`src/rtl/count_sequencer.sv`:
```
// count_sequencer: start/pause/direction controller for a downstream 4-bit counter.
// Raw buttons and the counter's finish flag are synchronised, the buttons are
// debounced, and rising edges become single-cycle pulses that drive a four-state FSM.
// Build option: define AUTO_REVERSE_EN to make a finish in RUN reverse the count
// direction and keep running instead of stopping in DONE.
module count_sequencer #(
    parameter int unsigned DEBOUNCE_CYCLES = 1000000  // legal range 2 .. 2^20-1
) (
    input  logic clk_100MHz,
    input  logic reset,       // asynchronous, active-low
    input  logic btn_start,
    input  logic btn_dir,
    input  logic finish,
    output logic enable,
    output logic forward,
    output logic busy
);

    localparam int CNT_W = 20;
    localparam logic [CNT_W-1:0] CNT_LAST = CNT_W'(DEBOUNCE_CYCLES - 1);

    typedef enum logic [1:0] {
        IDLE  = 2'b00,
        RUN   = 2'b01,
        PAUSE = 2'b10,
        DONE  = 2'b11
    } state_t;

    // Bit 0 = start button, bit 1 = direction button, bit 2 = finish flag.
    logic [2:0] raw_in;
    logic [2:0] sync1_q;
    logic [2:0] sync2_q;
    logic [1:0] btn_pulse;
    logic       fin_dly_q;
    logic       start_p;
    logic       dir_p;
    logic       fin_p;

    state_t state_q, state_d;
    logic   forward_q, forward_d;
    logic   enable_q, enable_d;
    logic   busy_q, busy_d;

    assign raw_in = {finish, btn_dir, btn_start};

    // Two-flop synchronisers for all three asynchronous inputs.
    always_ff @(posedge clk_100MHz or negedge reset) begin
        if (!reset) begin
            sync1_q <= '0;
            sync2_q <= '0;
        end else begin
            sync1_q <= raw_in;
            sync2_q <= sync1_q;
        end
    end

    // One debouncer per button. The counter advances only while the synchronised
    // sample disagrees with the accepted level; any sample that agrees again
    // (a bounce back) restarts the count, so only a level that stays put for
    // DEBOUNCE_CYCLES consecutive samples is accepted.
    genvar gi;
    generate
        for (gi = 0; gi < 2; gi++) begin : g_deb
            logic [CNT_W-1:0] cnt_q, cnt_d;
            logic             level_q, level_d;
            logic             level_dly_q;

            // Next-state for the stability counter and the accepted level.
            always_comb begin
                cnt_d   = cnt_q;
                level_d = level_q;
                if (sync2_q[gi] == level_q) begin
                    cnt_d = '0;
                end else if (cnt_q == CNT_LAST) begin
                    cnt_d   = '0;
                    level_d = sync2_q[gi];
                end else begin
                    cnt_d = cnt_q + 1'b1;
                end
            end

            // Debounce state plus a delayed copy of the level for edge detection.
            always_ff @(posedge clk_100MHz or negedge reset) begin
                if (!reset) begin
                    cnt_q       <= '0;
                    level_q     <= 1'b0;
                    level_dly_q <= 1'b0;
                end else begin
                    cnt_q       <= cnt_d;
                    level_q     <= level_d;
                    level_dly_q <= level_q;
                end
            end

            // Only a press (0->1 of the accepted level) produces a pulse.
            assign btn_pulse[gi] = level_q & ~level_dly_q;
        end
    endgenerate

    assign start_p = btn_pulse[0];
    assign dir_p   = btn_pulse[1];

    // Edge register for the synchronised finish flag.
    always_ff @(posedge clk_100MHz or negedge reset) begin
        if (!reset) begin
            fin_dly_q <= 1'b0;
        end else begin
            fin_dly_q <= sync2_q[2];
        end
    end

    assign fin_p = sync2_q[2] & ~fin_dly_q;

    // FSM next state, direction and the registered output values.
    always_comb begin
        state_d   = state_q;
        forward_d = forward_q;
        unique case (state_q)
            IDLE: begin
                if (dir_p) forward_d = ~forward_q;
                if (start_p) state_d = RUN;
            end
            RUN: begin
                // finish beats a coincident start; direction presses are dropped here.
                if (fin_p) begin
`ifdef AUTO_REVERSE_EN
                    forward_d = ~forward_q;
                    state_d   = RUN;
`else
                    state_d   = DONE;
`endif
                end else if (start_p) begin
                    state_d = PAUSE;
                end
            end
            PAUSE: begin
                if (dir_p) forward_d = ~forward_q;
                if (start_p) state_d = RUN;
            end
            DONE: begin
                if (start_p) state_d = IDLE;
            end
            default: state_d = IDLE;
        endcase
        enable_d = (state_d == RUN);
        busy_d   = (state_d != IDLE);
    end

    // State and output registers; reset forces enable low immediately.
    always_ff @(posedge clk_100MHz or negedge reset) begin
        if (!reset) begin
            state_q   <= IDLE;
            forward_q <= 1'b1;
            enable_q  <= 1'b0;
            busy_q    <= 1'b0;
        end else begin
            state_q   <= state_d;
            forward_q <= forward_d;
            enable_q  <= enable_d;
            busy_q    <= busy_d;
        end
    end

    assign enable  = enable_q;
    assign forward = forward_q;
    assign busy    = busy_q;

endmodule

```
`config.mk`:
```
export PLATFORM = sky130hd
export DESIGN_NAME = count_sequencer
export DESIGN_NICKNAME = d
export VERILOG_FILES = /design/src/rtl/count_sequencer.sv
export SDC_FILE = /design/constraint.sdc
export NUM_CORES = 1
export LEC_CHECK = 0
export CORE_MARGIN = 10
export CORE_UTILIZATION = 45
export DETAILED_ROUTE_END_ITERATION = 16
export DONT_BUFFER_PORTS = 1
export GPL_ROUTABILITY_DRIVEN = 0
export GPL_TIMING_DRIVEN = 0
export PLACE_DENSITY_LB_ADDON = 0.12
export SKIP_CTS_REPAIR_TIMING = 1
export SLEW_MARGIN = 0
export SYNTH_ARGS = -nofsm -noshare
export SYNTH_HDL_FRONTEND = slang
export SYNTH_SLANG_ARGS = --single-unit
```
`constraint.sdc`:
```
create_clock -name clk_100MHz -period 3.6 [get_ports clk_100MHz]
set_clock_uncertainty 0.15 [all_clocks]
set_input_delay 0.72 -clock clk_100MHz [delete_from_list [all_inputs] [get_ports clk_100MHz]]
set_output_delay 0.72 -clock clk_100MHz [all_outputs]
set_load 0.005 [all_outputs]
```
==> metrics.md, run 1 <==
| Metric | Value |
|---|---|
| Net Switching | `between 200 and 300 uW` |
| Sw frac | `0.248` |
| Pre-CTS setup slack | `1300 ps` |
| Cell area power density | `388 nW/um^2` |
| First-pass GRT wire length | `slightly below 8000 um` |
| Slew Limit Fails | `0` |
| Max capacitance violation total | `0` |
| Global Route Usage Sum | `0.110` |
| Met2 wire len | `about 2000 um` |
| CP peak stage delay | `about 500 ps` |
| # clock sinks | `between 50 and 60` |
| P&R area growth vs syn | `8.55%` |
| Layout cell share with drive strength beyond 1 | `0.0632` |
| Maximum VDD drop | `around 240 uV` |
| Largest net degree at the start of global routing | `57` |
| DRC | `0` |
| Comb pwr share | `0.033` |
| Die W | `94.8 um` |
| Worst-path cell chain | `ha_1, nand2_1, or4_1, buf_2, or4_1, a21oi_1` |
| Routed vias/inst | `between 5 and 6` |
| Antenna violations before repair | `0` |
| Ant. Diodes | `0` |
| Cell Area, Synth | `roughly 2500 um^2` |
| Slew @ Worst Pin | `478 ps` |
| EDFF count, synth | `0` |
| Crit path buf inv count | `1` |
| DRT iter0 DRCs | `slightly above 60` |
| Final-report hold violation count | `0` |
| Final setup vio count | `0` |
| RSZ-0062 raised after global routing | `false` |
| I/O pin count | `8` |
| Max Used Layer | `met4` |
| DRT antenna net count | `0` |
| Sequential share of power | `0.609` |
| Max H-tree Level | `2` |
| Total grt overflow | `0` |
| Worst Setup Slack, final | `approximately 1300 ps` |
| Clk network pwr share | `0.358` |
| Post-synth cell types | `31` |
| Flops & latches, synth | `56` |
| Commonest non-fill, non-tap cell in the layout | `dfrtp_1` |
| Worst Setup End Kind | `flop` |
| Most frequent cells in the layout | `dfrtp_1 (55), nor2_1 (31), xnor2_1 (18)` |
| Num CTS Buffers | `5` |
| Req. time, crit path | `about 3700 ps` |
| HPWL Detailed | `between 2000 and 3000 um` |
| Routed len/inst | `roughly 14 um` |
| Core area | `between 5000 and 6000 um^2` |
| Port Buf Inserts | `0` |
| Mapped Avg Cell Area | `10.3 um^2` |
| DR WL met3 | `168 um` |
| Kind of critical path | `flop to flop` |
| Die ar. | `approximately 9000 um^2` |
| Crit share post-route | `0.646` |
| Min-Delay Path Class | `primary input to async pin` |
| DRT met1 WL | `between 2000 and 2500 um` |
| Gate Count Post-Synth | `244` |
| Crit-path slowest cell | `or4_1` |
| Die Span Y | `around 95 um` |
| Vias | `1720` |
| Later-pin clock latency in the skew report | `~320 ps` |
| Syn nets | `between 200 and 300` |
| Synth Flop Type | `dfrtp_1` |
| Reg clk slew, reported paths | `110 ps` |
| Total Wirelength | `approximately 4400 um` |
| Final Critical Period | `roughly 2300 ps` |
| Yosys warns | `0` |
| Register area share after synthesis | `0.557` |
| Initial Util | `0.460` |
| # rows | `27` |
| Drt first pass iters | `4` |
| Pleak | `~0.0011 uW` |
| CTS tree | `yes` |
| CTS Buffer Depth | `2` |
| Final Net Count | `roughly 260` |
| Cell-internal power | `between 700 and 800 uW` |
| Maximum fanout along the worst path | `8` |
| CP delay by family, top | `simple AND/OR/NAND/NOR gates` |
| Vias in the first global route | `1646` |
| Outcome | `completed` |
| Slew HR | `0.681` |
| Clk root buf | `clkbuf_8` |
| TNS Setup | `0 ps` |
| CP dominant cell by count | `or4_1` |
| CP arrival | `2410 ps` |
| Asr flop ratio synth | `1.00` |
| Fmax | `roughly 0.43 GHz` |
| Startpoint type of the worst setup path | `flop` |
==> power groups by stage <==
| stage | logic, uW | clock network, uW | registers (uW) |
|---|---|---|---|
| global placement | 21.2 | 0 | 658 |
| CTS | 21.2 | 394 | 646 |
| floorplan | 16.3 | 0 | 657 |
| detailed placement | 21.0 | 0 | 658 |
| global route | 41.5 | 416 | 647 |
| finish | 35.2 | 379 | 645 |
==> cells in the mapped netlist, types with 5 or more instances <==
cell type	instances	share of area
dfrtp_1	55	0.55
nor2_1	31	0.046
xnor2_1	18	0.063
a21oi_1	12	0.024
nand2_1	12	0.018
nand3_1	12	0.024
inv_1	11	0.016
nor3_1	10	0.020
nand4_1	9	0.022
o21ai_0	9	0.018
xor2_1	9	0.031
or3_1	8	0.020
nor4_1	6	0.015
o31ai_1	6	0.018
clkbuf_1	5	0.0075
or4_1	5	0.015
==> final timing paths <==
kind	startpoint	to	slack (ps)	depth (start not counted)
min	reset	forward	80	0
min reg2reg	sync1_q[2]	sync2_q[2]	220	0
min in group clk_100MHz	sync1_q[2]	sync2_q[2]	220	0
max	g_deb[0].cnt_q[0]	g_deb[0].cnt_q[18]	1280	6
max in group asynchronous	reset	g_deb[1].cnt_q[9]	2970	1
max reg2reg	g_deb[0].cnt_q[0]	g_deb[0].cnt_q[18]	1280	6
==> state kept, by name (all words and copies together) (netlist names) <==
name,count
enable,1
sync2_q,3
fin_dly_q,1
busy,1
sync1_q,3
g_deb.level_dly_q,2
forward,1
state_q,2
g_deb.cnt_q,40
g_deb.level_q,2
==> through the flow <==
stage	total power [uW]	hold slack, ps	cell area (um^2)	util	cells
2_1_floorplan	673	181	2520	-	244
3_3_place_gp	679	185	2610	0.476	316
3_5_place_dp	679	193	2610	0.476	316
4_1_cts	1060	-87.6	2700	0.494	324
5_1_grt	1110	50.9	2730	0.499	325
6_report	1060	75.9	2730	0.499	325
==> final cells by class <==
class                      instances  area (um^2)
timing repair buffer               1         27.5
sequential                        56         1400
clock buffer                       5         68.8
inverter                          11         41.3
clock inverter                     3         28.8
fill                             530         2740
multi-input combinational        170         1040
tap                               72         90.1
buffer                             7         28.8
==> cell families after synthesis <==
kind of cell	after synthesis	synth area share
adder cells (fa/ha/maj)	2	0.00994
AO/OA/AOI/OAI	28	0.0632
multiplexers	3	0.0129
XOR/XNOR	27	0.0940
buffers and inverters	18	0.0278
flip-flops	56	0.557
AND/OR/NAND/NOR	110	0.235
==> layer usage <==
metal  vias to the layer above  GRT usage
li1                        874          -
met2                        20      0.165
met3                         4     0.0262
met5                         -          0
met4                         0     0.0524
met1                       822      0.146
No activity file was read; power rests on OpenSTA's default activity.
==> inputs of run 2 (changes only) <==
==> constraint.sdc (replaced) <==
create_clock -name clk_100MHz -period 2.32 [get_ports clk_100MHz]
set_clock_uncertainty 0.15 [all_clocks]
set_input_delay 0.464 -clock clk_100MHz [delete_from_list [all_inputs] [get_ports clk_100MHz]]
set_output_delay 0.464 -clock clk_100MHz [all_outputs]
set_load 0.005 [all_outputs]
==> run 2 against run 1 <==
Net effect: first-iteration DRC count grew 4.8%; critical path type unchanged; register-to-register slack lost 1200 ps; global-route usage is the same; design area up 3.1%; clock power increased by 54%; total power up 56%; routed wire length increased by 1.4%; flip-flop and latch count is the same.
==> metrics.md, run 2 (synthesis gave the netlist of run 1 again) <==
| Metric | Value |
|---|---|
| Maximum VDD drop | `359 uV (+48%)` |
| Req. time, crit path | `2410 ps (-1280 ps)` |
| Initial Util | `0.460 (unchanged)` |
| Slew HR | `0.719 (+0.0377)` |
| Worst r2r dst | `g_deb[0].cnt_q[18]` |
| Cell-internal power | `1250 uW (+57%)` |
| Final Critical Period | `2220 ps (-105 ps)` |
| DRT antenna net count | `0 (unchanged)` |
| Die W | `94.8 um (unchanged)` |
| Ant. Diodes | `0 (unchanged)` |
| Final Instance Count excl. Fillers | `331 (+1.8%)` |
| Global Route Usage Sum | `0.110 (unchanged)` |
| M2 GR Usage | `0.165 (unchanged)` |
| Startpoint type of the worst setup path | `flop` |
| Min-Delay Path Class | `flop to flop` |
| Total Wirelength | `4470 um (+1.4%)` |
| Global routing's busiest layer | `met2` |
| Later-pin clock latency in the skew report | `320 ps (about the same)` |
| Comb pwr share | `0.042 (+0.009)` |
| Total grt overflow | `0 (unchanged)` |
| Most frequent cells in the layout | `dfrtp_1 (54), nor2_1 (31), xnor2_1 (18)` |
| Sw frac | `0.247 (-0.00153)` |
| Routed len/inst | `13.5 um (-0.41%)` |
| Clk root buf | `clkbuf_8` |
| Final setup vio count | `0 (unchanged)` |
| CTS Buffer Depth | `2 (unchanged)` |
| Kind of critical path | `flop to flop` |
| Maximum fanout along the worst path | `8 (unchanged)` |
| Routed vias/inst | `5.25 (-0.84%)` |
| Core area | `5470 um^2 (unchanged)` |
| Largest registers | `g_deb.cnt_q x40, sync1_q x3, sync2_q x3` |
| Reg clk slew, reported paths | `110 ps (about the same)` |
| Reg with most FFs | `g_deb.cnt_q` |
| Pleak | `0.00113 uW (+3.5%)` |
| Vias in the first global route | `1646 (unchanged)` |
| R2r worst-path depth | `6 (unchanged)` |
| GRT met3 Usage | `0.0262 (unchanged)` |
| Clk network pwr share | `0.352 (-0.006)` |
| Net Switching | `409 uW (+55%)` |
| Worst Setup End Kind | `flop` |
| HPWL Detailed | `2920 um (unchanged)` |
| Max capacitance violation total | `0 (unchanged)` |
| # rows | `27 (unchanged)` |
| Slew Limit Fails | `0 (unchanged)` |
| Die ar. | `8980 um^2 (unchanged)` |
| Antenna violations before repair | `0 (unchanged)` |
| Die Span Y | `94.8 um (unchanged)` |
| HP Start | `sync1_q[2]` |
| Layout cell share with drive strength beyond 1 | `0.0965 (+0.0333)` |
| Largest register FFs | `40 (unchanged)` |
| Placed Cells | `316 (unchanged)` |
| FF-to-FF Start | `g_deb[0].cnt_q[1]` |
| Crit share post-route | `0.956 (+0.311)` |
| CTS tree | `yes` |
| Vias | `1737 (+0.99%)` |
| DRC | `0 (unchanged)` |
| DRT iter0 DRCs | `65 (+4.8%)` |
| Final Net Count | `265 (+2.3%)` |
| Hold depth | `0` |
| Num CTS Buffers | `5 (unchanged)` |
| Sequential share of power | `0.606 (-0.003)` |
| Final-report hold violation count | `0 (unchanged)` |
| Fmax | `0.451 GHz (+4.7%)` |
| TNS Setup | `0 ps (unchanged)` |
| Cell area power density | `588 nW/um^2 (+52%)` |
| P&R area growth vs syn | `11.9%` |
| Slew @ Worst Pin | `419 ps (-59.8 ps)` |
| Met1 usage | `0.146 (unchanged)` |
| Drt first pass iters | `5 (+1)` |
| Largest net degree at the start of global routing | `57 (unchanged)` |
| Commonest non-fill, non-tap cell in the layout | `dfrtp_1` |
| CP arrival | `2310 ps (-100 ps)` |
| Port Buf Inserts | `0 (unchanged)` |
| I/O pin count | `8 (unchanged)` |
| Outcome | `completed` |
| # clock sinks | `56 (unchanged)` |
| First-pass GRT wire length | `7890 um (unchanged)` |
| R2r setup slk | `100 ps (-1170 ps)` |
| Max H-tree Level | `2 (unchanged)` |
| Hold Path End | `sync2_q[2]` |
==> run 2: cell count changes in the layout (fill, tap and decap cells not counted) <==
cell	delta
clkbuf_4	+2
dfrtp_1	-1
buf_4	+2
ha_1	-1
dfrtp_2	+1
dlygate4sd3_1	+4
o31ai_2	+1
o31ai_1	-1
ha_4	+1
clkbuf_1	-4
clkbuf_2	+2
==> run 2: routing by layer <==
layer / vias up / wire length [um]
li1: 886 / -
met1: 822 / 2230
met2: 22 / 2020
met3: 7 / 149
met4: 0 / 74
met5: - / 0
==> run 2: worst max path at each step <==
stage / endpoint / start / depth (start not counted)
final: g_deb[0].cnt_q[18] / g_deb[0].cnt_q[1] / 6
after global routing: g_deb[0].cnt_q[18] / g_deb[0].cnt_q[1] / 6
after CTS: g_deb[1].cnt_q[3] / g_deb[1].cnt_q[0] / 6
after detailed placement: g_deb[1].cnt_q[3] / g_deb[1].cnt_q[0] / 6
after global placement: g_deb[0].cnt_q[18] / g_deb[0].cnt_q[0] / 6
after floorplan: g_deb[0].cnt_q[18] / g_deb[0].cnt_q[0] / 6
==> run 2: power by group through the flow <==
stage / clock network (uW) / registers (uW) / logic [uW]
floorplan: 0 / 1020 / 25.4
global placement: 0 / 1020 / 32.9
detailed placement: 0 / 1020 / 32.5
CTS: 612 / 1000 / 32.9
global route: 648 / 1010 / 81.7
finish: 583 / 1000 / 70.3
==> run 2: worst max-delay path, stage by stage (launching register included) <==
cell	delay, ps
dfrtp_1	430
ha_4	180
nand2_1	100
or4_1	500
buf_2	170
or4_1	460
a21oi_1	150
==> run 2: through the flow <==
stage	power, uW	util	worst slack (ps)	hold slack, ps	cell area [um^2]
after floorplan	1040	-	185	18.4	2520
after global placement	1050	0.476	7.12	20.1	2610
after detailed placement	1050	0.476	18.5	20.3	2610
after CTS	1650	0.494	-14.5	-344	2700
after global routing	1730	0.514	-9.48	223	2820
final	1660	0.514	101	216	2820
==> run 2: area by class of cell <==
cell class	count	area [um^2]
plain buffers	7	38.8
well taps	72	90.1
multi-input cells	170	1060
inverters	11	41.3
fillers	521	2660
flip-flops and latches	56	1400
repair buffers	7	82.6
clock inverters	3	28.8
clock buffers	5	68.8
==> inputs of run 3 (changes only) <==
--- a/config.mk
+++ b/config.mk
@@ -5,8 +5,10 @@
 export SDC_FILE = /design/constraint.sdc
 export NUM_CORES = 1
 export LEC_CHECK = 0
+export CELL_PAD_IN_SITES_DETAIL_PLACEMENT = 2
+export CELL_PAD_IN_SITES_GLOBAL_PLACEMENT = 2
 export CORE_MARGIN = 10
-export CORE_UTILIZATION = 45
+export CORE_UTILIZATION = 41
 export DETAILED_ROUTE_END_ITERATION = 16
 export DONT_BUFFER_PORTS = 1
 export GPL_ROUTABILITY_DRIVEN = 0
==> run 3 against run 2 <==
Net effect: global-route usage up 1.2 points; critical path depth up 1; count of clock-buffer cells in the layout unchanged; sequential power about the same; worst hold slack worse by 3.5 ps; routed wire length up 37%; clock power down 2%; sequential share of layout area down 0.81 points; design area up 1.8%; register-to-register slack worse by 70 ps; cell count up 1.8%; critical path type unchanged; largest power group unchanged.
==> metrics.md, run 3 (synthesis gave the netlist of run 1 again) <==
| Metric | Value |
|---|---|
| Die W | `98.3 um (+3.8%)` |
| Layout cell share with drive strength beyond 1 | `0.137 (+0.0409)` |
| Ant. Diodes | `0 (unchanged)` |
| Clk root buf | `clkbuf_8` |
| Total Wirelength | `6120 um (+37%)` |
| R2r worst-path depth | `7 (+1)` |
| Slew HR | `0.646 (-0.0725)` |
| Max capacitance violation total | `0 (unchanged)` |
| Hold depth | `0 (unchanged)` |
| FF-to-FF Start | `g_deb[0].cnt_q[0]` |
| Later-pin clock latency in the skew report | `320 ps (about the same)` |
| Fillcell total | `616 (+18%)` |
| Commonest non-fill, non-tap cell in the layout | `dfrtp_1` |
| Min-Delay Path Class | `flop to flop` |
| Vias | `1879 (+8.2%)` |
| Vias in the first global route | `1963 (+19%)` |
| Maximum fanout along the worst path | `8 (unchanged)` |
| Antenna violations before repair | `0 (unchanged)` |
| Routed len/inst | `18.1 um (+34%)` |
| Reg with most FFs | `g_deb.cnt_q` |
| CP peak stage delay | `490 ps (about the same)` |
| Drt first pass iters | `4 (-1)` |
| Cell area power density | `578 nW/um^2 (-1.7%)` |
| Maximum VDD drop | `272 uV (-24%)` |
| Crit share post-route | `0.988 (+0.0318)` |
| Crit-path slowest cell | `or4b_1` |
| Num CTS Buffers | `5 (unchanged)` |
| Worst-path cell chain | `buf_4, buf_4, nand3_2, or4_4, buf_2, or4b_1, a21oi_2` |
| Final Net Count | `268 (+1.1%)` |
| TNS Setup | `0 ps (unchanged)` |
| CP arrival | `2390 ps (+80 ps)` |
| Worst Setup End Kind | `flop` |
| Die ar. | `9670 um^2 (+7.7%)` |
| Design Power | `1660 uW (+0.12%)` |
| Largest net degree at the start of global routing | `57 (unchanged)` |
| Worst Setup Slack, final | `27.4 ps (-73.8 ps)` |
| Reg clk slew, reported paths | `110 ps (about the same)` |
| Largest registers | `g_deb.cnt_q x40, sync1_q x3, sync2_q x3` |
| Final-report hold violation count | `0 (unchanged)` |
| Final Critical Period | `2290 ps (+73.8 ps)` |
| Core area | `5960 um^2 (+8.8%)` |
| DRT antenna net count | `0 (unchanged)` |
| Port Buf Inserts | `0 (unchanged)` |
| P&R area growth vs syn | `13.9%` |
| Slew Limit Fails | `0 (unchanged)` |
| CTS Buffer Depth | `2 (unchanged)` |
| Startpoint type of the worst setup path | `flop` |
| Pre-CTS setup slack | `-84.3 ps (-103 ps)` |
| Largest register FFs | `40 (unchanged)` |
| HPWL Detailed | `3940 um (+35%)` |
| Routed vias/inst | `5.58 (+6.2%)` |
| Die Span Y | `98.3 um (+3.8%)` |
| # rows | `28 (+3.7%)` |
| CTS tree | `yes` |
| I/O pin count | `8 (unchanged)` |
| Pleak | `0.00114 uW (+1.1%)` |
| Most frequent cells in the layout | `dfrtp_1 (52), nor2_1 (31), xnor2_1 (18)` |
| CP dominant cell by count | `buf_4` |
| Fmax | `0.436 GHz (-3.2%)` |
| Req. time, crit path | `2410 ps (about the same)` |
| DRT iter0 DRCs | `61 (-6.2%)` |
| Max H-tree Level | `2 (unchanged)` |
| Final setup vio count | `0 (unchanged)` |
| # clock sinks | `56 (unchanged)` |
| Slew @ Worst Pin | `527 ps (+108 ps)` |
| Total grt overflow | `0 (unchanged)` |
| R2r setup slk | `30 ps (-70 ps)` |
| DRC | `0 (unchanged)` |
| Kind of critical path | `flop to flop` |
| Outcome | `completed` |
| Initial Util | `0.422 (-0.0373)` |
| Worst r2r dst | `g_deb[0].cnt_q[17]` |
| HP Start | `sync1_q[2]` |
| Global Route Usage Sum | `0.122 (+0.0118)` |
| Hold Path End | `sync2_q[2]` |
| First-pass GRT wire length | `9840 um (+25%)` |
## run 3: cell count changes in the layout (fill, tap and decap cells not counted), sizes merged
cell	delta
buf	+5
clkbuf	-2
inv	-1
clkinvlp	+1
## run 3: stage by stage
step	util	hold WS, ps	cell area (um^2)	std cells
after floorplan	-	18.4	2520	244
after global placement	0.438	20.2	2610	319
after detailed placement	0.438	20.2	2610	319
after CTS	0.454	-336	2700	327
after global routing	0.481	230	2870	337
final	0.481	212	2870	337
## run 3: area by class of cell
class | instances | area (um^2) | share of cell area
Clock buffer | 5 | 68.8 | 0.0240
Inverter | 11 | 41.3 | 0.0144
Clock inverter | 3 | 25.0 | 0.00873
Timing Repair Buffer | 10 | 105 | 0.0367
Multi-Input combinational cell | 170 | 1080 | 0.378
Sequential cell | 56 | 1410 | 0.491
Tap cell | 75 | 93.8 | 0.0327
Buffer | 7 | 41.3 | 0.0144
## run 3: where the power goes
group | total [uW] | switching [uW] | internal (uW)
Clock | 574 | 353 | 221
Combinational | 81.2 | 49.5 | 31.7
Sequential | 1000 | 12.6 | 990
Total | 1660 | 415 | 1240
## run 3: worst max path at each step
stage	start	endpoint	slack [ps]
after floorplan	g_deb[0].cnt_q[0]	g_deb[0].cnt_q[18]	180
after global placement	g_deb[0].cnt_q[0]	g_deb[0].cnt_q[18]	-20
after detailed placement	g_deb[1].cnt_q[0]	g_deb[1].cnt_q[13]	-80
after CTS	g_deb[1].cnt_q[0]	g_deb[1].cnt_q[9]	-160
after global routing	g_deb[0].cnt_q[0]	g_deb[0].cnt_q[17]	-70
final	g_deb[0].cnt_q[0]	g_deb[0].cnt_q[17]	30
## run 3: worst max-delay path: cells and delay by family (launching register included)
| kind | cells | cell delay, ps |
|---|---|---|
| and+or+nand+nor | 3 | 1040 |
| DFF | 1 | 440 |
| buffers and inverters | 3 | 430 |
| AOI/OAI and AO/OA | 1 | 150 |
## run 3: per-layer routing
| layer | vias to the layer above | share of wire | GRT usage |
|---|---|---|---|
| met5 | - | 0 | 0 |
| met4 | 0 | 0.012 | 0.0298 |
| met3 | 6 | 0.019 | 0.0282 |
| met2 | 15 | 0.53 | 0.215 |
| met1 | 969 | 0.44 | 0.145 |
| li1 | 889 | - | - |
